==> config.mk <==
export PLATFORM = sky130hd
export DESIGN_NAME = lit_scatter
export DESIGN_NICKNAME = d
export VERILOG_FILES = /design/src/rtl/snappy_dec_pkg.sv /design/src/rtl/lit_bank_slot.sv /design/src/rtl/lit_scatter.sv
export SDC_FILE = /design/constraint.sdc
export NUM_CORES = 2
export LEC_CHECK = 0
export ABC_AREA = 1
export CAP_MARGIN = 20
export CORE_ASPECT_RATIO = 1.75
export CORE_UTILIZATION = 25
export DETAILED_ROUTE_END_ITERATION = 12
export PLACE_DENSITY = 0.49
export SLEW_MARGIN = 20
export SYNTH_ARGS = -nofsm -noshare
export SYNTH_HDL_FRONTEND = slang
export SYNTH_HIERARCHICAL = 1
export SYNTH_SLANG_ARGS = --single-unit
==> constraint.sdc <==
create_clock -name clk -period 4.6 [get_ports clk]
set_clock_uncertainty 0.05 [all_clocks]
set_input_delay 0.92 -clock clk [delete_from_list [all_inputs] [get_ports clk]]
set_output_delay 0.92 -clock clk [all_outputs]
set_load 0.005 [all_outputs]
==> src/rtl/snappy_dec_pkg.sv <==
// Shared definitions for the snappy decompressor literal path.
// Default geometry of the literal scatter stage and the byte-order convention
// used on every multi-byte bus: byte 0 occupies the most significant lane.
package snappy_dec_pkg;

  localparam int BYTE_W        = 8;
  localparam int LS_IN_BYTES   = 16;
  localparam int LS_BANK_BYTES = 8;
  localparam int LS_NUM_BANKS  = 16;
  localparam int LS_ROW_W      = 9;

  // Bit offset of byte 'idx' inside an 'nbytes'-wide MSB-first bus.
  function automatic int byte_lsb(input int idx, input int nbytes);
    return (nbytes - 1 - idx) * BYTE_W;
  endfunction

endpackage

==> src/rtl/lit_bank_slot.sv <==
// One bank's view of the shifted literal: picks its bank word, byte enables and row.
// Latency: combinational; the parent registers the result in its second stage.
// Backpressure: none here, the parent holds the inputs stable while stalled.
module lit_bank_slot
  import snappy_dec_pkg::*;
#(
  parameter  int BANK_IDX   = 0,
  parameter  int BANK_BYTES = LS_BANK_BYTES,
  parameter  int NUM_BANKS  = LS_NUM_BANKS,
  parameter  int ROW_W      = LS_ROW_W,
  parameter  int SPAN       = 3,
  localparam int BANK_W     = $clog2(NUM_BANKS),
  localparam int LANES      = SPAN * BANK_BYTES
) (
  input  logic [LANES*8-1:0]      lane_dat,
  input  logic [LANES-1:0]        lane_msk,
  input  logic [BANK_W-1:0]       base_bank,
  input  logic [ROW_W-1:0]        base_row,
  output logic [BANK_BYTES*8-1:0] slot_dat,
  output logic [BANK_BYTES-1:0]   slot_be,
  output logic [ROW_W-1:0]        slot_row
);

  // Distance of this bank from the first touched bank, modulo the bank count.
  logic [BANK_W-1:0] rel;
  assign rel = BANK_W'(BANK_IDX) - base_bank;

  // Select the relative bank word; banks below the base bank have wrapped and use the next row.
  always_comb begin
    slot_dat = '0;
    slot_be  = '0;
    slot_row = '0;
    for (int r = 0; r < SPAN; r++) begin
      if (rel == BANK_W'(r)) begin
        slot_dat = lane_dat[byte_lsb((r + 1) * BANK_BYTES - 1, LANES) +: BANK_BYTES*8];
        slot_be  = lane_msk[LANES - (r + 1) * BANK_BYTES +: BANK_BYTES];
      end
    end
    if (|slot_be) begin
      slot_row = base_row + ((BANK_W'(BANK_IDX) < base_bank) ? ROW_W'(1) : ROW_W'(0));
    end
  end

endmodule

==> src/rtl/lit_scatter.sv <==
// Scatters one literal token over the history-buffer banks (row/byte-enable/data per bank).
// Latency: 2 cycles from accept to out_valid; full throughput of one token per cycle.
// Backpressure: valid/ready, all stages hold while out_ready is low; optional LIT_SCATTER_STATS_EN adds a byte counter.
module lit_scatter
  import snappy_dec_pkg::*;
#(
  parameter  int IN_BYTES   = LS_IN_BYTES,
  parameter  int BANK_BYTES = LS_BANK_BYTES,
  parameter  int NUM_BANKS  = LS_NUM_BANKS,
  parameter  int ROW_W      = LS_ROW_W,
  localparam int SH_W       = $clog2(BANK_BYTES),
  localparam int BANK_W     = $clog2(NUM_BANKS),
  localparam int LEN_W      = $clog2(IN_BYTES),
  localparam int ADDR_W     = ROW_W + BANK_W + SH_W
) (
  input  logic                               clk,
  input  logic                               rst_n,
  input  logic                               in_valid,
  output logic                               in_ready,
  input  logic [8*IN_BYTES-1:0]              in_data,
  input  logic [LEN_W-1:0]                   in_len_m1,
  input  logic [ADDR_W-1:0]                  in_addr,
  output logic                               out_valid,
  input  logic                               out_ready,
`ifdef LIT_SCATTER_STATS_EN
  input  logic                               stat_clr,
  output logic [31:0]                        stat_bytes,
`endif
  output logic [NUM_BANKS-1:0]               bank_we,
  output logic [NUM_BANKS*BANK_BYTES-1:0]    bank_be,
  output logic [NUM_BANKS*ROW_W-1:0]         bank_addr,
  output logic [NUM_BANKS*BANK_BYTES*8-1:0]  bank_data
);

  // A token shifted by up to BANK_BYTES-1 slots touches at most SPAN consecutive banks.
  localparam int SPAN  = IN_BYTES / BANK_BYTES + 1;
  localparam int LANES = SPAN * BANK_BYTES;

  logic v1_q, v1_d, v2_q, v2_d, adv2;
  logic [LANES*8-1:0]               s1_dat_q, s1_dat_d;
  logic [LANES-1:0]                 s1_msk_q, s1_msk_d;
  logic [BANK_W-1:0]                s1_bank_q, s1_bank_d;
  logic [ROW_W-1:0]                 s1_row_q, s1_row_d;
  logic [NUM_BANKS*BANK_BYTES*8-1:0] s2_dat_q, s2_dat_d, slot_dat_all;
  logic [NUM_BANKS*BANK_BYTES-1:0]   s2_be_q, s2_be_d, slot_be_all;
  logic [NUM_BANKS*ROW_W-1:0]        s2_row_q, s2_row_d, slot_row_all;

  logic [SH_W-1:0]         in_sh;
  logic [LEN_W:0]          len_p1;
  logic [IN_BYTES-1:0]     in_msk;
  logic [8*IN_BYTES-1:0]   in_dat_m;
  logic [LANES*8-1:0]      sh_dat;
  logic [LANES-1:0]        sh_msk;

  assign adv2     = ~v2_q | out_ready;
  assign in_ready = ~v1_q | adv2;
  assign in_sh    = in_addr[SH_W-1:0];
  assign len_p1   = {1'b0, in_len_m1} + (LEN_W+1)'(1);

  // Build the length mask, zero bytes past the token end, then shift right by the start slot.
  always_comb begin
    in_msk = ~({IN_BYTES{1'b1}} >> len_p1);
    for (int k = 0; k < IN_BYTES; k++) begin
      in_dat_m[k*8 +: 8] = in_data[k*8 +: 8] & {8{in_msk[k]}};
    end
    sh_dat = {in_dat_m, {(BANK_BYTES*8){1'b0}}} >> {in_sh, 3'b000};
    sh_msk = {in_msk, {BANK_BYTES{1'b0}}} >> in_sh;
  end

  // Stage 1 next state: load on accept, hold otherwise.
  always_comb begin
    v1_d      = v1_q;
    s1_dat_d  = s1_dat_q;
    s1_msk_d  = s1_msk_q;
    s1_bank_d = s1_bank_q;
    s1_row_d  = s1_row_q;
    if (in_ready) begin
      v1_d = in_valid;
      if (in_valid) begin
        s1_dat_d  = sh_dat;
        s1_msk_d  = sh_msk;
        s1_bank_d = in_addr[SH_W +: BANK_W];
        s1_row_d  = in_addr[ADDR_W-1 -: ROW_W];
      end
    end
  end

  // Stage 1 registers.
  always_ff @(posedge clk or negedge rst_n) begin
    if (!rst_n) begin
      v1_q      <= 1'b0;
      s1_dat_q  <= '0;
      s1_msk_q  <= '0;
      s1_bank_q <= '0;
      s1_row_q  <= '0;
    end else begin
      v1_q      <= v1_d;
      s1_dat_q  <= s1_dat_d;
      s1_msk_q  <= s1_msk_d;
      s1_bank_q <= s1_bank_d;
      s1_row_q  <= s1_row_d;
    end
  end

  for (genvar gi = 0; gi < NUM_BANKS; gi++) begin : g_slot
    lit_bank_slot #(
      .BANK_IDX   (gi),
      .BANK_BYTES (BANK_BYTES),
      .NUM_BANKS  (NUM_BANKS),
      .ROW_W      (ROW_W),
      .SPAN       (SPAN)
    ) u_slot (
      .lane_dat  (s1_dat_q),
      .lane_msk  (s1_msk_q),
      .base_bank (s1_bank_q),
      .base_row  (s1_row_q),
      .slot_dat  (slot_dat_all[gi*BANK_BYTES*8 +: BANK_BYTES*8]),
      .slot_be   (slot_be_all[gi*BANK_BYTES +: BANK_BYTES]),
      .slot_row  (slot_row_all[gi*ROW_W +: ROW_W])
    );
  end

  // Stage 2 next state: advance when the output is free or consumed; bubbles clear the bus.
  always_comb begin
    v2_d     = v2_q;
    s2_dat_d = s2_dat_q;
    s2_be_d  = s2_be_q;
    s2_row_d = s2_row_q;
    if (adv2) begin
      v2_d     = v1_q;
      s2_dat_d = v1_q ? slot_dat_all : '0;
      s2_be_d  = v1_q ? slot_be_all  : '0;
      s2_row_d = v1_q ? slot_row_all : '0;
    end
  end

  // Stage 2 registers.
  always_ff @(posedge clk or negedge rst_n) begin
    if (!rst_n) begin
      v2_q     <= 1'b0;
      s2_dat_q <= '0;
      s2_be_q  <= '0;
      s2_row_q <= '0;
    end else begin
      v2_q     <= v2_d;
      s2_dat_q <= s2_dat_d;
      s2_be_q  <= s2_be_d;
      s2_row_q <= s2_row_d;
    end
  end

  // A bank is written only when the set is valid and at least one of its bytes is enabled.
  always_comb begin
    for (int b = 0; b < NUM_BANKS; b++) begin
      bank_we[b] = v2_q & (|s2_be_q[b*BANK_BYTES +: BANK_BYTES]);
    end
  end

  assign out_valid = v2_q;
  assign bank_be   = s2_be_q;
  assign bank_addr = s2_row_q;
  assign bank_data = s2_dat_q;

`ifdef LIT_SCATTER_STATS_EN
  localparam int POP_W = $clog2(NUM_BANKS*BANK_BYTES + 1);

  logic [POP_W-1:0] emit_cnt;
  logic [32:0]      stat_sum;
  logic [31:0]      stat_q, stat_d;

  // Count bytes of each consumed write set; saturate, and let clear win over increment.
  always_comb begin
    emit_cnt = '0;
    for (int b = 0; b < NUM_BANKS*BANK_BYTES; b++) begin
      emit_cnt = emit_cnt + POP_W'(s2_be_q[b]);
    end
    stat_sum = {1'b0, stat_q} + 33'(emit_cnt);
    stat_d   = stat_q;
    if (stat_clr) begin
      stat_d = '0;
    end else if (v2_q && out_ready) begin
      stat_d = stat_sum[32] ? 32'hFFFF_FFFF : stat_sum[31:0];
    end
  end

  // Statistics register.
  always_ff @(posedge clk or negedge rst_n) begin
    if (!rst_n) begin
      stat_q <= '0;
    end else begin
      stat_q <= stat_d;
    end
  end

  assign stat_bytes = stat_q;
`endif

endmodule
**Yosys cells after proc, flatten, opt, wreduce, memory -nomap -nowiden**

Cells that the tools add are included.

- Flip-flop bits (word level): 1527
- Output and inout bits: 1314

- Add/subtract/negate cells: 33
- Order comparisons: 16
- Eq/ne operators: 32
- Shift-type cells: 3
- Muxes and demuxes: 131
- Bitwise operators: 37
- Reduce and logical (&&, ||, !) cells: 49

Operators with widths:

| operator | count |
|---|---|
| $mux W64 | 48 |
| $mux W1024 | 1 |
| $mux W8 | 48 |
| $reduce_or A8 Y1 | 32 |
| $shr A192 B6 Y192 | 1 |
| $add A9 B9 Y9 | 16 |
| $mux W144 | 1 |
| $mux W9 | 16 |
| $and A8 B8 Y8 | 16 |
| $mux W128 | 1 |
| $eq A4 B1 Y1 const B | 16 |
| $eq A4 B2 Y1 const B | 16 |
| $logic_not A4 Y1 | 16 |
| $lt A4 B4 Y1 const A | 8 |
| $sub A4 B4 Y4 const A | 8 |
| $shr A24 B3 Y24 | 1 |
| $and A1 B1 Y1 | 16 |
| $lt A3 B4 Y1 const A | 4 |
| $mux W1 | 16 |
| $not A16 Y16 | 1 |
| $shr A16 B5 Y16 const A | 1 |
| $sub A3 B4 Y4 const A | 4 |
| $lt A1 B4 Y1 const A | 2 |
| $lt A2 B4 Y1 const A | 2 |
| 6 further kinds | 10 |

**Depth between registers and ports, before layout**

- Depth in word-level cells: 8
- Gate-level depth with buffers: 15
- Depth with buffers taken out: 13

**Cells and area by module**

Netlist, hierarchy kept.

Modules (own cells, without submodules):

| module | instances | cells each | area an instance (um^2) | sequential area each (um^2) |
|---|---|---|---|---|
| lit_scatter | 1 | 7458 | 63678.6 | 37986.4 |
| lit_bank_slot (g_slot[9].u_slot) | 1 | 363 | 2083.2 | 0.0 |
| lit_bank_slot (g_slot[5].u_slot) | 1 | 360 | 2073.2 | 0.0 |
| lit_bank_slot (g_slot[13].u_slot) | 1 | 370 | 1924.3 | 0.0 |
| lit_bank_slot (g_slot[1].u_slot) | 1 | 374 | 1920.6 | 0.0 |
| lit_bank_slot (g_slot[8].u_slot) | 1 | 381 | 1868.0 | 0.0 |
| lit_bank_slot (g_slot[10].u_slot) | 1 | 380 | 1849.3 | 0.0 |
| lit_bank_slot (g_slot[0].u_slot) | 1 | 378 | 1833.0 | 0.0 |
| lit_bank_slot (g_slot[2].u_slot) | 1 | 378 | 1828.0 | 0.0 |
| lit_bank_slot (g_slot[11].u_slot) | 1 | 367 | 1752.9 | 0.0 |
| lit_bank_slot (g_slot[7].u_slot) | 1 | 365 | 1742.9 | 0.0 |
| lit_bank_slot (g_slot[3].u_slot) | 1 | 366 | 1731.7 | 0.0 |
| lit_bank_slot (g_slot[4].u_slot) | 1 | 370 | 1671.6 | 0.0 |
| lit_bank_slot (g_slot[14].u_slot) | 1 | 298 | 1651.6 | 0.0 |
| 3 more rows | n/a | n/a | n/a | n/a |

**Least setup slack after synthesis**

Ideal clock, no wire load.

- Kind: register to register
- From: reg s1_bank_q[1]
- To: reg s2_row_q[80], in the netlist bank_addr[80]
- Setup time: 0.083 ns
- Arrival: 3.980 ns
- Data required time: 4.467 ns
- Setup slack: 0.487 ns
- Stages on the path, launching flop included: 15
- Path buffers: 2
- Cells stage by stage: dfrtp_1 -> nor2_2 -> buf_2 -> buf_2 -> a21oi_1 -> ha_1 -> ha_1 -> nand3_1 -> nor2_1 -> nand3_1 -> nor2_1 -> xnor2_1 -> nor2_1 -> nand2_1 -> o21ai_0

- Cells in the longest elaborated chain, start to end: 8
- Elaborated cells between the ends (all ways): 13
- Those cells by class: 2 x add/sub; 1 x order compare; 2 x eq/ne; 6 x mux; 2 x reduce/logical

Ends and longest elaborated chain:

| item | RTL line | RTL |
|---|---|---|
| start: declaration | lit_scatter.sv:42 | `logic [BANK_W-1:0] s1_bank_q, s1_bank_d;` |
| start signal: assignment | lit_scatter.sv:100 | `s1_bank_q <= s1_bank_d;` |
| $sub A4 B4 Y4 | lit_bank_slot.sv:26 | `assign rel = BANK_W'(BANK_IDX) - base_bank;` |
| $logic_not A4 Y1 | lit_bank_slot.sv:34 | `if (rel == BANK_W'(r)) begin` |
| $mux W8 (3 in a row) | lit_bank_slot.sv:34 |  |
| $reduce_or A8 Y1 | lit_bank_slot.sv:39 | `if (\|slot_be) begin` |
| $mux W9 * | lit_bank_slot.sv:39 |  |
| net slot_row_all[80] | lit_scatter.sv:46 | `logic [NUM_BANKS*ROW_W-1:0] s2_row_q, s2_row_d, slot_row_all;` |
| $mux W144 * | lit_scatter.sv:133 | `s2_row_d = v1_q ? slot_row_all : '0;` |
| end signal: assignment | lit_scatter.sv:148 | `s2_row_q <= s2_row_d;` |
| end: declaration | lit_scatter.sv:46 |  |

Mark *: on every way through the listed nets, which the timed path passes. The rest lies on a longest branch.
A chain may end at the register's enable or synchronous reset.

**Final worst setup path**

- From: reg s1_bank_q[2]
- To: reg s2_dat_q[341], in the netlist bank_data[341]

- Cells in the longest elaborated chain, start to end: 6
- Elaborated cells between the ends (all ways): 8
- Those cells by class: 1 x add/sub; 2 x eq/ne; 4 x mux; 1 x reduce/logical

Ends and longest elaborated chain:

| item | RTL line | RTL |
|---|---|---|
| $sub A3 B4 Y4 * | lit_bank_slot.sv:26 |  |
| $logic_not A4 Y1 | lit_bank_slot.sv:34 |  |
| $mux W64 (2 in a row) | lit_bank_slot.sv:34 |  |
| $mux W64 * | lit_bank_slot.sv:34 |  |
| net slot_dat_all[341] | lit_scatter.sv:44 | `logic [NUM_BANKS*BANK_BYTES*8-1:0] s2_dat_q, s2_dat_d, slot_dat_all;` |
| $mux W1024 * | lit_scatter.sv:131 | `s2_dat_d = v1_q ? slot_dat_all : '0;` |
| end signal: assignment | lit_scatter.sv:146 | `s2_dat_q <= s2_dat_d;` |
| end: declaration | lit_scatter.sv:44 |  |

Marked as above.

==> impl_results.md <==
* Period minus WS final at 3809 ps
* Arrival time worst endpoint at 4560 ps
* DRC at 0
* Clk pwr share at 0.340
* #FFs+latches synth at 1518
* Seq pwr share at 0.370
* H-tree levels at 4
* Ys Warns at 6
* Pre-CTS setup slack at 943.3 ps
* TritonCTS clock tree: yes
* Die area at 371900 um^2
* First-pass GRT wire length at 864.9 mm
* Final TNS setup at 0 ps
* Wire per inst at 33.55 um
* DRT Wirelength at 652.0 mm
* Req. time, crit path at 5350 ps
* Share of layout cells above drive strength 1 at 0.07173
* Pin count of the biggest net entering global routing at 263
* CTS sink count at 1518
* Placed insts at 19012
* Average size of a mapped cell at 6.990 um^2
* Fin cells at 19432
* Final period util at 0.8280
* Post-DRT Antenna Nets at 0
* Final count of negative-setup-slack endpoints at 0
* Cts bufs inserted at 177
* Syn Inst Count at 13211
* Worst-Skew Late Latency at 920 ps
* Reg-to-reg startpoint: s1_bank_q[2]
* Hpwl dp at 448.1 mm
* Core area at 366700 um^2
* CP max stage cell: nand3_4
* Total gr overflow at 0
* Startpoint of the worst hold path: bank_data[900]
* Cell Area, Synth at 92340 um^2
* Vias in the first global route at 96807
* GRT Util Overall at 0.3383
* Fmax at 262.5 MHz
* Final Slew Violations at 0
* P per Cell Area at 386.4 nW/um^2
* Maximum clock path buffer count at 4
* LEAKAGE at 49.62 nW
* Die span in y at 806.0 um
* Seq/Total Area, Yosys at 0.4114
* Crit Path Max Fanout at 27
* Max-Slew Margin vs Limit at 0.1618
* Hold Fails Final Rpt at 0
* Via-to-Cell Ratio at 5.485
* Vias at 106587
* Initial antenna violation count at 117
* Row count at 294
* Sw power at 19.05 mW
* Root buf cell: clkbuf_16
* Logic pwr share at 0.290
* Port Buffers at 1465
* # Post-CTS Setup Buffers at 0
* Hold Path Class: reg2reg
* Max VDD drop at 0.2890 mV
* Crit path from: s1_bank_q[2]
* Crit-path cells: ha_1, inv_1, a21oi_4, nand3_4, buf_4, o221ai_2, nand2_1, o21ai_0
* Slowest stage delay, CP at 770 ps
* Switching share of total power at 0.4156
* Pre-antenna DRT Iters at 9
* Starting Density at 0.2518
* Post-route core utilization at 0.3235
* First DRT Iteration DRCs at 14086
* I/O pin cnt at 1466
* Die Wd at 461.4 um
* Internal power at 26.79 mW
* RSZ-0062 raised after global routing: no
* Slew @ Worst Pin at 1257 ps
* CTS clk-pin slew, worst paths at 70 ps
* Status: finished, final reports clean
* Distinct cell type count after synthesis at 47
* Total power at 45.84 mW
* Fin nets at 14494
* Crit path kind: reg2reg
* Max cap viols at 0
* RePlAce Congestion at 0.9351
* Worst Setup Slack, final at 791.0 ps
* Area Overhead vs Synth at 28.48%
* CP Launch Type: flop
* Endpoint class of the critical path: flop
[metal layers]
layer / routed length, um / vias up / global-route usage / share of wire
met5: 251 / - / 0 / 0.00038
met4: 63530 / 34 / 0.2828 / 0.097
met3: 62190 / 1844 / 0.07989 / 0.095
met2: 290900 / 6886 / 0.5290 / 0.45
met1: 235100 / 51653 / 0.3903 / 0.36
li1: - / 46170 / - / -
[synth_stat cells (all sizes together)]
cell type,count,area share
a21oi,24,0.0015
a22o,2,0.00019
a22oi,65,0.0053
a32oi,64,0.0061
and3,13,0.00089
buf,688,0.042
clkbuf,353,0.015
conb,1,0.000041
dfrtp,1518,0.41
ha,34,0.0046
inv,441,0.018
nand2,4947,0.20
nand3,3000,0.16
nand3b,12,0.00098
nand4,113,0.0077
nor2,347,0.021
nor3,10,0.0013
nor3b,1,0.000081
nor4,34,0.0026
o211ai,3,0.00024
o21ai,1322,0.072
o221ai,128,0.014
or2,2,0.00014
xnor2,35,0.0033
xor2,54,0.0051
[metrics by stage]
step | cell area, um^2 | hold slack (ps)
floorplan | 92880 | 426.3
global placement | 112300 | 413.1
detailed placement | 112300 | 416.6
CTS | 118400 | 434.8
finish | 118600 | 430.7
global route | 118500 | 448.1
[placed cells by master (no fill, tap or decap), drive strengths merged, types with 65 or more instances in the layout]
cell type and n:
a22oi 65, nor2 347, clkdlybuf4s50 1461, o21ai 1322, nand3 3000, buf 354, nand2 4947, inv 446
conb 144, diode 105, dfrtp 1518, nand4 113, clkbuf 251, o221ai 128
[cell families after synthesis]
kind of cell	count (synthesis)	share of synthesized area
AO/OA/AOI/OAI	1608	0.09906
XOR/XNOR	89	0.008441
adder cells (fa/ha/maj)	34	0.004607
buffers and inverters	1482	0.07477
flip-flops	1518	0.4114
other	1	0.00004061
AND/OR/NAND/NOR	8479	0.4017
[power groups by stage]
| stage | logic, mW | registers (mW) | clock network [mW] |
|---|---|---|---|
| 3_5_place_dp | 13.1 | 17.1 | 0 |
| 3_3_place_gp | 13.0 | 17.1 | 0 |
| 4_1_cts | 13.1 | 16.8 | 15.8 |
| 6_report | 13.3 | 17.0 | 15.6 |
| 2_1_floorplan | 5.79 | 15.9 | 0 |
| 5_1_grt | 13.9 | 16.9 | 16.2 |
[registers in the layout, summed over array words and instances (netlist names), 4 cells and up]
| name | cells |
|---|---|
| bank_addr | 144 |
| bank_be | 128 |
| bank_data | 1024 |
| s1_bank_q | 4 |
| s1_dat_q | 184 |
| s1_msk_q | 23 |
| s1_row_q | 9 |
[area by class of cell]
class	count	area, um^2
well taps	4884	6111
inverters	441	1692
clock buffers	251	5150
fillers	39756	248100
clock inverters	63	863.3
flip-flops and latches	1518	38150
diodes	105	262.8
multi-input cells	10354	48110
repair buffers	1816	18310
[critical path: cells and delay by family, from the launching register on]
| kind | cells | cell delay [ps] |
|---|---|---|
| buffers and inverters | 2 | 670 |
| flip-flops | 1 | 550 |
| AND/OR/NAND/NOR | 2 | 870 |
| adder cells (fa/ha/maj) | 1 | 490 |
| AO/OA/AOI/OAI | 3 | 960 |
[path summary, 6_finish.rpt]
path | to | slack (ps) | depth (start not counted)
hold reg to reg | bank_data[900] | 430 | 2
setup reg to reg | bank_data[341] | 790 | 8
setup / recovery | bank_data[341] | 790 | 8
min in group asynchronous | bank_addr[77] | 550 | 2
hold / removal | bank_data[900] | 430 | 2
max in group asynchronous | bank_data[687] | 2300 | 4
[what timing repair did]
action                                 CTS  global route
resized for setup                        0             0
endpoints found under the hold margin   43             0
hold buffers                             1             0
(Power assumes the default switching activity.)
